`src/rtl/aperture_scheduler_pkg.sv`:
```
// Shared constants and FSM encoding for the aperture scheduler slice.
// Latency: n/a (types and constants only).
// Backpressure: n/a.
package aperture_scheduler_pkg;

  // Configuration page of the A8 map. The aperture decoders keep it out of
  // apInRange, so the scheduler never has to look at it.
  localparam logic [7:0] CFG_PAGE   = 8'hD1;
  localparam int         AP_IDX_W   = 4;
  localparam logic [7:0] RD_DEFAULT = 8'hFF;

  typedef enum logic [1:0] {
    IDLE  = 2'd0,
    WDATA = 2'd1,
    REQ   = 2'd2,
    HOLD  = 2'd3
  } state_t;

endpackage

```
`src/rtl/aperture_scheduler_ap_prio_enc.sv`:
```
// Lowest-index-wins priority encoder over N request lines.
// Latency: combinational.
// Backpressure: none.
// Ports: req (N request bits) -> hit (any set), idx (lowest set index, 0 if none).
module ap_prio_enc #(
  parameter int N     = 16,
  parameter int IDX_W = 4
) (
  input  logic [N-1:0]     req,
  output logic             hit,
  output logic [IDX_W-1:0] idx
);

  always_comb begin
    hit = |req;
    idx = '0;
    // Scan downwards so the last assignment is the lowest set index.
    for (int i = N - 1; i >= 0; i--) begin
      if (req[i]) idx = IDX_W'(i);
    end
  end

endmodule

```
`src/rtl/aperture_scheduler.sv`:
```
// Resolves an A8 access to one aperture, issues one SDRAM req/ack transaction, returns read data.
// Latency: memReq 1 clk after aValid rises (read) or after wValid (write); data with memAck.
// Backpressure: waits on memAck up to TIMEOUT clks, then aborts with 0xFF and errSticky.
// Ports: A8 bus (a8_*, aValid, wValid, rdData, rdValid), aperture decoders (apInRange,
//        apBaseAddr, apLo), SDRAM port (memReq/memWr/memAddr/memWData, memAck/memRData),
//        status (hitIdx, busy, errSticky).
module aperture_scheduler
  import aperture_scheduler_pkg::*;
#(
  parameter int N_AP    = 16,
  parameter int TIMEOUT = 48,
  parameter int TO_W    = 6
) (
  input  logic                  clk,
  input  logic                  a8_rst_n,
  input  logic                  a8_rw_n,
  input  logic [15:0]           a8_addr,
  input  logic [7:0]            a8_data,
  input  logic                  aValid,
  input  logic                  wValid,
  input  logic [N_AP-1:0]       apInRange,
  input  logic [32*N_AP-1:0]    apBaseAddr,
  input  logic [8*N_AP-1:0]     apLo,
  output logic                  memReq,
  output logic                  memWr,
  output logic [31:0]           memAddr,
  output logic [7:0]            memWData,
  input  logic                  memAck,
  input  logic [7:0]            memRData,
  output logic [7:0]            rdData,
  output logic                  rdValid,
  output logic [AP_IDX_W-1:0]   hitIdx,
  output logic                  busy,
  output logic                  errSticky
);

  state_t              state;
  logic [TO_W-1:0]     to_cnt;
  logic                av_q;
  logic                av_rise;
  logic                hit;
  logic [AP_IDX_W-1:0] win;
  logic [31:0]         win_base;
  logic [7:0]          win_lo;
  logic [7:0]          off;
  logic [31:0]         addr;

  ap_prio_enc #(
    .N     (N_AP),
    .IDX_W (AP_IDX_W)
  ) u_prio (
    .req (apInRange),
    .hit (hit),
    .idx (win)
  );

  always_comb begin
    win_base = '0;
    win_lo   = '0;
    for (int i = 0; i < N_AP; i++) begin
      if (win == AP_IDX_W'(i)) begin
        win_base = apBaseAddr[32*i +: 32];
        win_lo   = apLo[8*i +: 8];
      end
    end
  end

  // Page offset inside the aperture wraps at 8 bits; the final add wraps at 32.
  assign off     = a8_addr[15:8] - win_lo;
  assign addr    = win_base + {16'b0, off, a8_addr[7:0]};
  assign av_rise = aValid && !av_q;
  assign busy    = (state != IDLE);

  always_ff @(posedge clk) begin
    if (!a8_rst_n) begin
      state     <= IDLE;
      to_cnt    <= '0;
      av_q      <= 1'b0;
      memReq    <= 1'b0;
      memWr     <= 1'b0;
      memAddr   <= '0;
      memWData  <= '0;
      rdData    <= RD_DEFAULT;
      rdValid   <= 1'b0;
      hitIdx    <= '0;
      errSticky <= 1'b0;
    end else begin
      // Tracked in every state so an aValid level held across a busy period
      // does not look like a fresh edge once we return to IDLE.
      av_q <= aValid;
      case (state)
        IDLE: begin
          if (av_rise && hit) begin
            memAddr <= addr;
            hitIdx  <= win;
            if (a8_rw_n) begin
              memWr  <= 1'b0;
              memReq <= 1'b1;
              to_cnt <= '0;
              state  <= REQ;
            end else begin
              state  <= WDATA;
            end
          end
        end
        WDATA: begin
          if (wValid) begin
            memWData <= a8_data;
            memWr    <= 1'b1;
            memReq   <= 1'b1;
            to_cnt   <= '0;
            state    <= REQ;
          end else if (!aValid) begin
            state <= IDLE;
          end
        end
        REQ: begin
          // memAck is tested first so it beats a coincident timeout.
          if (memAck) begin
            memReq <= 1'b0;
            if (!memWr) begin
              rdData  <= memRData;
              rdValid <= 1'b1;
              if (!aValid) errSticky <= 1'b1;
            end
            state <= HOLD;
          end else if (to_cnt == TO_W'(TIMEOUT - 1)) begin
            memReq    <= 1'b0;
            errSticky <= 1'b1;
            if (!memWr) begin
              rdData  <= RD_DEFAULT;
              rdValid <= 1'b1;
            end
            state <= HOLD;
          end else begin
            to_cnt <= to_cnt + 1'b1;
          end
        end
        HOLD: begin
          // Evaluated from the cycle after entry, so an overrun read still
          // shows rdValid for exactly one cycle.
          if (!aValid) begin
            rdValid <= 1'b0;
            state   <= IDLE;
          end
        end
        default: state <= IDLE;
      endcase
    end
  end

endmodule
```
`config.mk`:
```
export PLATFORM = sky130hd
export DESIGN_NAME = aperture_scheduler
export DESIGN_NICKNAME = d
export VERILOG_FILES = /design/src/rtl/aperture_scheduler_pkg.sv /design/src/rtl/aperture_scheduler_ap_prio_enc.sv /design/src/rtl/aperture_scheduler.sv
export SDC_FILE = /design/constraint.sdc
export NUM_CORES = 1
export LEC_CHECK = 0
export CORE_AREA = 8 8 284 286
export CTS_BUF_LIST = sky130_fd_sc_hd__clkbuf_4 sky130_fd_sc_hd__clkbuf_8
export CTS_CLUSTER_DIAMETER = 60
export DETAILED_ROUTE_END_ITERATION = 12
export DIE_AREA = 0 0 292 294
export MAX_ROUTING_LAYER = met4
export SLEW_MARGIN = 10
export SYNTH_ARGS = -nofsm -noshare
export SYNTH_HDL_FRONTEND = slang
export SYNTH_HIERARCHICAL = 1
export SYNTH_SLANG_ARGS = --single-unit
export TNS_END_PERCENT = 5
```
`constraint.sdc`:
```
create_clock -name clk -period 8.02 [get_ports clk]
set_input_delay 0.802 -clock clk [delete_from_list [all_inputs] [get_ports clk]]
set_output_delay 0.802 -clock clk [all_outputs]
set_load 0.01 [all_outputs]
```
==> results by group <==
Outcome
  • Status: completed

Synthesis
  • Net Count, Synth: ~2000
  • Top cell type by total area after synthesis: dfxtp_1
  • Sequential area share after synthesis: 0.140
  • Post-synthesis async set-or-reset flop share: 0
  • EDFF count, synth: 0
  • Largest cells by area after synthesis: dfxtp_1 (14%), mux4_2 (7.5%), a21oi_1 (7.4%)
  • Syn Area/Cell: between 7 and 8 um2
  • Top cells by count, synth: nand2_1 (152), a21oi_1 (137), nor2_1 (97)
  • Yosys Warn Count: 6
  • Synthesized cell area: around 9300 um2
  • Count of cell types in the netlist: 92
  • Yosys top cell area share: 0.140
  • Synth Instances: between 1000 and 1500
  • Seq cells post-synth: 65
  • Top-count cell post-synth: nand2_1
  • Ys flop type: dfxtp_1

Finish
  • Final core utilization: 0.243
  • Final net count: between 2000 and 3000
  • Area growth syn-to-layout: 99.1%
  • Ratio of cells with drive above 1 in the final layout: 0.0958

CTS
  • CTS Root Cell: clkbuf_8
  • Cts hold-fix bufs: 0
  • CTS buffer count: 9
  • Clk Latency, worst-skew pair: 380 ps
  • H-tree depth: 3
  • CTS sink count: 65
  • CTS tree: done
  • Maximum clock insertion buffer count: 2
  • PostCTS Resize Cnt: 0
  • Postcts setup bufs: 0
  • Clock Pin Slew Worst Setup and Hold Paths: 80 ps

Global route
  • Gr ovfl total: 0
  • Wire length of the first global-routing pass: ~120 mm
  • Vias in the first global route: around 15000
  • Initial antenna violation count: 36
  • All-Layer GR Usage: 0.208
  • Largest net degree at the start of global routing: 41

Place
  • Post-Place Worst Slack: 471 ps
  • DP HPWL: between 80 and 90 mm
  • Routability cong.: between 0.9 and 1
  • I/O Buffers: 750

Power
  • Switching share of total power: 0.410
  • Total power: between 2000 and 2500 uW
  • Clk pwr share: 0.148
  • Power Dens Cells: 109 nW/um2
  • P_int: about 1200 uW
  • Reg power frac: 0.198
  • LEAKAGE: around 0.0064 uW
  • Logic pwr share: 0.654
  • Max IR drop VDD: slightly below 70 uV
  • Switch Pwr: between 800 and 900 uW

Worst setup path
  • CP arrival: about 7400 ps
  • Capturing point of the worst reg2reg path: to_cnt[5]
  • Critical path class: input pin to flop
  • Req. time, crit path: ~8300 ps
  • Reg2reg setup slack: 4930 ps
  • Critical R2R Launch: state[0]
  • Crit end category: flop
  • Crit-path slowest cell: clkdlybuf4s50_1
  • FF-to-FF path depth: 10
  • CP most frequent cell: a21oi_1
  • CP startpoint kind: input pin
  • Max incr delay on CP: approximately 520 ps
  • CP Max Fanout: 17

Drt
  • Total Wirelength: roughly 93 mm
  • Via/cell ratio: about 4.7
  • Top sig layer: met4
  • Met3 wire len: 7.92 mm
  • Met1 wire length: 39.3 mm
  • Vias: roughly 14000
  • # DRC: 0
  • Metal2 WL: roughly 44 mm
  • Routed Antenna Nets: 0
  • Wire per inst: approximately 30 um
  • DRC marker count from the first detailed-route iteration: roughly 1100
  • Pre-antenna DRT Iters: 5

Floorplanning
  • Row count: 102
  • IO Count: around 750
  • Core area: 76400 um2
  • Die area: between 80000 and 90000 um2
  • Die Span Y: around 300 um
  • Initial Util: 0.122
  • Die Width: between 200 and 300 um

Min path
  • WHS Path Cells: 2
  • Worst min path class: flop to flop
  • Worst Hold Path EP: memWData[6]
  • HP Start: memWData[6]

Timing
  • Slew headroom: 0.126
  • # setup viols final: 0
  • Final min period: just over 7000 ps
  • Final hold violations: 0
  • RSZ-0062 raised after global routing: no
  • Setup_tns: 0 ps
  • Final worst slack: 834 ps
  • Final period util: 0.896
  • Final Slew Violations: 0
  • Least-Margin Pin Slew: 1310 ps
  • Achievable frequency: 139 MHz
  • Clk_skew: approximately 14 ps

Job
  • Max Cap Viol: 0
kinds of logic after synthesis:
group | count (synthesis) | synth area share
AOI/OAI and AO/OA | 511 | 0.370
and+or+nand+nor | 417 | 0.223
buffers and inverters | 139 | 0.0735
muxes | 73 | 0.122
DFF | 65 | 0.140
xor gates and xnor gates | 31 | 0.0291
adders and majority gates | 31 | 0.0432
worst max-delay path: cells and delay by family:
kind                     cells  cell delay (ps)
AO/OA/AOI/OAI               14             2760
XOR/XNOR                     2              320
adder cells (fa/ha/maj)      2              640
multiplexers                 1              320
buffers and inverters        4             1360
AND/OR/NAND/NOR              8             1220
power groups by stage:
stage                     registers, uW  logic [uW]  clock network [uW]
after global placement              407        1320                   0
after global routing                407        1420                 323
after CTS                           401        1330                 313
after floorplan                     422         564                   0
after detailed placement            409        1330                   0
final                               402        1330                 299
final cells by class:
class	count	area, um2
well taps	988	1240
repair buffers	840	8210
inverters	30	113
fillers	8476	57900
multi-input cells	1063	7420
flip-flops and latches	65	1300
diodes	26	65.1
clock inverters	7	78.8
clock buffers	9	124
state kept, by name, summed over array words and instances (netlist names), 2 cells and up:
signal and flops:
hitIdx 4, memAddr 32, to_cnt 6, memWData 8, rdData 8, state 2
per-stage QoR:
step,hold WS [ps],std cells,cell area (um2)
after floorplan,458,1267,9320
after global placement,442,2986,18300
after detailed placement,447,2986,18300
after CTS,457,3002,18500
after global routing,472,3026,18500
final,456,3028,18500
how the worst max path moves through the flow:
stage	startpoint	to	slack, ps	cells past startpoint
floorplan	apInRange[14]	memAddr[27]	1390	34
global placement	apInRange[14]	memAddr[27]	540	31
detailed placement	apInRange[14]	memAddr[27]	470	31
CTS	apInRange[15]	memAddr[27]	850	31
global route	apInRange[14]	memAddr[27]	360	31
finish	apInRange[15]	memAddr[27]	830	31
routing by layer:
| layer | vias up | global-route usage |
|---|---|---|
| met5 | - | - |
| met4 | 0 | 0.0411 |
| met3 | 63 | 0.0504 |
| met2 | 819 | 0.340 |
| met1 | 6799 | 0.262 |
| li1 | 6409 | - |
cells in the final DEF, fill, tap and decap left out, types with 29 or more instances in the layout:
| master | n |
|---|---|
| a21oi_1 | 137 |
| a221oi_1 | 39 |
| a22oi_1 | 66 |
| buf_4 | 88 |
| clkdlybuf4s50_1 | 750 |
| dfxtp_1 | 65 |
| ha_1 | 29 |
| mux4_2 | 31 |
| nand2_1 | 152 |
| nand3_1 | 31 |
| nor2_1 | 91 |
| o21ai_0 | 70 |
No activity file was read; power rests on OpenSTA's default activity.
